### src/rtl/shift_reg_pkg.sv
// rtl/shift_reg_pkg.sv - mode encodings and decode helpers for the universal shift register
package shift_reg_pkg;

  localparam logic [2:0] MODE_HOLD  = 3'd0;
  localparam logic [2:0] MODE_SHR   = 3'd1;
  localparam logic [2:0] MODE_SHL   = 3'd2;
  localparam logic [2:0] MODE_ASR   = 3'd3;
  localparam logic [2:0] MODE_ROR   = 3'd4;
  localparam logic [2:0] MODE_ROL   = 3'd5;
  localparam logic [2:0] MODE_LOAD  = 3'd6;
  localparam logic [2:0] MODE_CLEAR = 3'd7;

  // Only the two serial-input shifts accept a new bit into the word.
  function automatic logic is_serial_mode(input logic [2:0] mode);
    return (mode == MODE_SHR) || (mode == MODE_SHL);
  endfunction

  function automatic logic is_restart_mode(input logic [2:0] mode);
    return (mode == MODE_LOAD) || (mode == MODE_CLEAR);
  endfunction

endpackage

### src/rtl/shift_bit_counter.sv
// rtl/shift_bit_counter.sv - counts serial bits into the current word and pulses word_valid on completion
module shift_bit_counter #(
  parameter int WIDTH = 8,
  parameter int CNT_W = $clog2(WIDTH + 1)
) (
  input  logic             clk,
  input  logic             clr_n,
  input  logic             inc,
  input  logic             restart,
  output logic [CNT_W-1:0] bit_cnt,
  output logic             word_valid
);

  localparam logic [CNT_W-1:0] LAST_BIT = CNT_W'(WIDTH - 1);

  logic [CNT_W-1:0] cnt_d, cnt_q;
  logic             word_valid_d, word_valid_q;

  // The counter wraps on the final bit instead of showing WIDTH.
  always_comb begin
    cnt_d        = cnt_q;
    word_valid_d = 1'b0;
    if (restart) begin
      cnt_d = '0;
    end else if (inc) begin
      if (cnt_q == LAST_BIT) begin
        cnt_d        = '0;
        word_valid_d = 1'b1;
      end else begin
        cnt_d = cnt_q + CNT_W'(1);
      end
    end
  end

  always_ff @(posedge clk or negedge clr_n) begin
    if (!clr_n) begin
      cnt_q        <= '0;
      word_valid_q <= 1'b0;
    end else begin
      cnt_q        <= cnt_d;
      word_valid_q <= word_valid_d;
    end
  end

  assign bit_cnt    = cnt_q;
  assign word_valid = word_valid_q;

endmodule

### src/rtl/shift_reg_univ.sv
// rtl/shift_reg_univ.sv - universal shift register with shift/rotate/load/clear and word framing
module shift_reg_univ
  import shift_reg_pkg::*;
#(
  parameter int WIDTH = 8,
  parameter int CNT_W = $clog2(WIDTH + 1)
) (
  input  logic             clk,
  input  logic             clr_n,
  input  logic             en,
  input  logic [2:0]       mode,
  input  logic             sin_l,
  input  logic             sin_r,
  input  logic [WIDTH-1:0] load_data,
  output logic [WIDTH-1:0] data_out,
  output logic             sout_r,
  output logic             sout_l,
  output logic [CNT_W-1:0] bit_cnt,
  output logic             word_valid
);

  logic [WIDTH-1:0] data_d, data_q;
  logic             cnt_inc;
  logic             cnt_restart;

  always_comb begin
    data_d = data_q;
    if (en) begin
      case (mode)
        MODE_HOLD:  data_d = data_q;
        MODE_SHR:   data_d = {sin_l, data_q[WIDTH-1:1]};
        MODE_SHL:   data_d = {data_q[WIDTH-2:0], sin_r};
        MODE_ASR:   data_d = {data_q[WIDTH-1], data_q[WIDTH-1:1]};
        MODE_ROR:   data_d = {data_q[0], data_q[WIDTH-1:1]};
        MODE_ROL:   data_d = {data_q[WIDTH-2:0], data_q[WIDTH-1]};
        MODE_LOAD:  data_d = load_data;
        MODE_CLEAR: data_d = '0;
        default:    data_d = data_q;
      endcase
    end
  end

  always_ff @(posedge clk or negedge clr_n) begin
    if (!clr_n) begin
      data_q <= '0;
    end else begin
      data_q <= data_d;
    end
  end

  assign cnt_inc     = en && is_serial_mode(mode);
  assign cnt_restart = en && is_restart_mode(mode);

  shift_bit_counter #(
    .WIDTH (WIDTH),
    .CNT_W (CNT_W)
  ) u_bit_counter (
    .clk        (clk),
    .clr_n      (clr_n),
    .inc        (cnt_inc),
    .restart    (cnt_restart),
    .bit_cnt    (bit_cnt),
    .word_valid (word_valid)
  );

  // Serial outputs tap the register directly so they never see input glitches.
  assign data_out = data_q;
  assign sout_r   = data_q[0];
  assign sout_l   = data_q[WIDTH-1];

endmodule

### config.mk
export PLATFORM = sky130hd
export DESIGN_NAME = shift_reg_univ
export DESIGN_NICKNAME = d
export VERILOG_FILES = /design/src/rtl/shift_reg_pkg.sv /design/src/rtl/shift_bit_counter.sv /design/src/rtl/shift_reg_univ.sv
export SDC_FILE = /design/constraint.sdc
export NUM_CORES = 1
export LEC_CHECK = 0
export ABC_AREA = 1
export CAP_MARGIN = 25
export CORE_MARGIN = 5
export CORE_UTILIZATION = 45
export CTS_BUF_LIST = sky130_fd_sc_hd__clkbuf_2 sky130_fd_sc_hd__clkbuf_4 sky130_fd_sc_hd__clkbuf_8
export DETAILED_ROUTE_END_ITERATION = 8
export HOLD_SLACK_MARGIN = 0.02
export PLACE_DENSITY = 0.91
export SETUP_SLACK_MARGIN = 0.3
export SLEW_MARGIN = 20
export SYNTH_ARGS = -nofsm -noshare
export SYNTH_HDL_FRONTEND = slang
export SYNTH_HIERARCHICAL = 1
export SYNTH_SLANG_ARGS = --single-unit
### constraint.sdc
create_clock -name clk -period 1.38 [get_ports clk]
set_clock_uncertainty 0.2 [all_clocks]
set_input_delay 0.207 -clock clk [delete_from_list [all_inputs] [get_ports clk]]
set_output_delay 0.207 -clock clk [all_outputs]
set_load 0.005 [all_outputs]
==> out/results.ini <==
[status]
status = complete, but fails checks
violations = negative setup slack

[logic_synthesis]
syn_area_um2 = 855
yosysMostFrequentCell = nand2_1
yosys.area.top_type = dfrtp_1
syn-num-nets = 149
synth_top_area_share_pct = 38.1
ys_ff_latch = 13
syn_inst = 132
synth_edf_count = 0
synth_commonest_cells = nand2_1, nor2_1, dfrtp_1
yosysUniqueCellTypes = 19
synth_warnings = 6
yosysSeqAreaShare_pct = 38.1
avgSynthCellArea_um2 = 6.47
synthTopCellsByArea = dfrtp_1, nand2_1, nor2_1, nand3_1, inv_1
synth_async_sr_flop_share_pct = 100
synth_top_flop_cell = dfrtp_1

[global_route]
grt_start_max_net_pins = 15
grt_usage_pct = 27.8
antenna_found_initial = 0
grt_pass1_wl_mm = 5.51
grt.overflow.total = 0
grt_pass1_vias = 1195

[clock_tree]
cts_max_level = 1
clock_latency_ns = 0.29
cts_tree = built
numCtsBuffers = 3
cts_buffer_depth = 2
cts_hold_buffers = 0
cts_sinks = 13
cts_root_buf = clkbuf_4
path_clk_slew_ns = 0.10

[route]
drt_iter0_drc = 196
wl_per_cell_um = 23.0
drtPass1Iterations = 5
dr_total_vias = 1414
ant_nets = 0
route.detailed.drc = 0
wl_mm = 5.12
avgViaCountPerCell = 6.34

[worst_setup_path]
setup.reg_to_reg.worst_slack_ns = -0.07
worstSetupStartpointType = register
cp-startpoint = data_out[0]
r2r-start = data_out[0]
crit_fanout = 3
worstPathRequired_ns = 1.37
criticalPathCategory = register to register
critPathArrivalTime_ns = 1.43
end_kind = register

[final_layout]
n_antenna_cell = 0
drive_gt1_share_pct = 52.0
nets = 216
syn_to_final_growth_pct = 96.2
fin_cells = 223
fill_cells = 49

[placed_design]
io_buffers = 30
dp_hpwl_mm = 1.85
dp_cells = 200
place.gp.congestion = 0.878

[job]
maxCapViolCount = 0

[pwr]
clock_power_share_pct = 17.4
pwr-share-comb_pct = 52.5
power.leakage_nw = 0.841
p_sw_mw = 0.656
power_frac_seq_pct = 30.1
vdd_drop_max_mv = 1.10
p_per_area_mw_per_mm2 = 986
p_int_mw = 0.998
switching_share_pct = 39.7

[sta]
final-hold-violation-count = 0
maxSlewViolCount = 0
rsz0062_at_grt = true
timing.hold.ws_ns = 0.0163
setup_viol = 2
timing.fmax_mhz = 692
setup_ws_ns = -0.0650
worst_slew_pin_slew_ns = 0.303
period_needed_ns = 1.45
fin_crit_sh_pct = 105
slew_headroom_pct = 79.7

[floorplan]
ioPinCount = 31
initial_core_util_pct = 48.4
die_w_um = 53.6
chipHeight_um = 53.6
core_area_mm2 = 0.00176
dieArea_mm2 = 0.00287
num_rows = 15

[min_path]
hold_class = input port to async pin

-- routing by layer --
| layer | global-route usage, % | vias up | wire length (um) | share of wire (%) |
|---|---|---|---|---|
| li1 | - | 543 | - | - |
| met1 | 28.5 | 633 | 1720 | 34 |
| met2 | 49.8 | 169 | 2230 | 43 |
| met3 | 7.76 | 69 | 629 | 12 |
| met4 | 16.6 | 0 | 549 | 11 |
| met5 | 0 | - | 0 | 0 |
-- sequential cells by signal, indices dropped and copies added (netlist names) --
| register | cells |
|---|---|
| u_bit_counter/word_valid | 1 |
| u_bit_counter/bit_cnt | 4 |
| data_out | 8 |
-- logic make-up after synthesis --
family	after synthesis	share of synthesized area, %
AND/OR/NAND/NOR	100	48.9
buffers and inverters	14	7.47
flip-flops	13	38.1
AO/OA/AOI/OAI	4	4.10
adder cells (fa/ha/maj)	1	1.46
-- power by group through the flow --
stage          Clock (mW)  Combinational (mW)  Sequential, mW
2_1_floorplan           0               0.195           0.521
3_3_place_gp            0               0.510           0.502
3_5_place_dp            0               0.525           0.509
4_1_cts             0.266               0.653           0.478
5_1_grt             0.293               0.907           0.505
6_report            0.288               0.867           0.498
-- layout by cell type (no fill, tap or decap), drive strengths merged, types with 2 or more instances in the layout --
cell           synthesis  final
buf                    3     53
nand2                 51     51
nor2                  33     33
dfrtp                 13     13
clkdlybuf4s50          0     11
nand3                 11     11
inv                   11     11
clkbuf                 0      4
nand4                  2      2
nor3                   2      2
a21oi                  2      2
-- what timing repair did --
| item | CTS | global route |
|---|---|---|
| gates resized for setup | 102 | 42 |
| setup buffers | 12 | 7 |
| setup endpoints to repair | 28 | 28 |
| pin swaps | 21 | 20 |
| hold endpoints to repair | 0 | 0 |
-- worst max-delay path: stages, from the launching register on --
cell     delay [ns]
dfrtp_1        0.40
buf_6          0.13
buf_6          0.11
nor2_2         0.11
nor2_1         0.08
nor2_1         0.11
nand2_1        0.07
nand2_1        0.07
nand2_1        0.06
-- final cells by class --
| cell class | instances | area (um2) | share of cell area, % |
|---|---|---|---|
| Clock buffer | 4 | 30.0 | 1.79 |
| Inverter | 11 | 56.3 | 3.36 |
| Multi-Input combinational cell | 105 | 652 | 38.9 |
| Sequential cell | 13 | 325 | 19.4 |
| Tap cell | 25 | 31.3 | 1.87 |
| Timing Repair Buffer | 65 | 582 | 34.7 |
-- final timing paths --
kind                                            end  cells past startpoint
max                                     data_out[7]                      8
min                                     data_out[3]                      2
max reg2reg                             data_out[7]                      8
min reg2reg                u_bit_counter/bit_cnt[3]                      3
max in group asynchronous               data_out[2]                      2
min in group clk                        data_out[7]                      6
-- stage by stage --
step | cell area (um2) | setup WS [ns] | utilization, % | setup TNS (ns) | power (mW)
after detailed placement | 1350 | -0.605 | 76.7 | -7.17 | 1.03
after floorplan | 915 | 0.160 | - | 0 | 0.716
after global placement | 1350 | -0.568 | 76.7 | -6.89 | 1.01
after global routing | 1680 | -0.209 | 95.0 | -0.386 | 1.70
final | 1680 | -0.0650 | 95.0 | -0.126 | 1.65
after CTS | 1490 | 0.0583 | 84.3 | 0 | 1.40
Note: power is estimated with default switching activity, not from simulation.
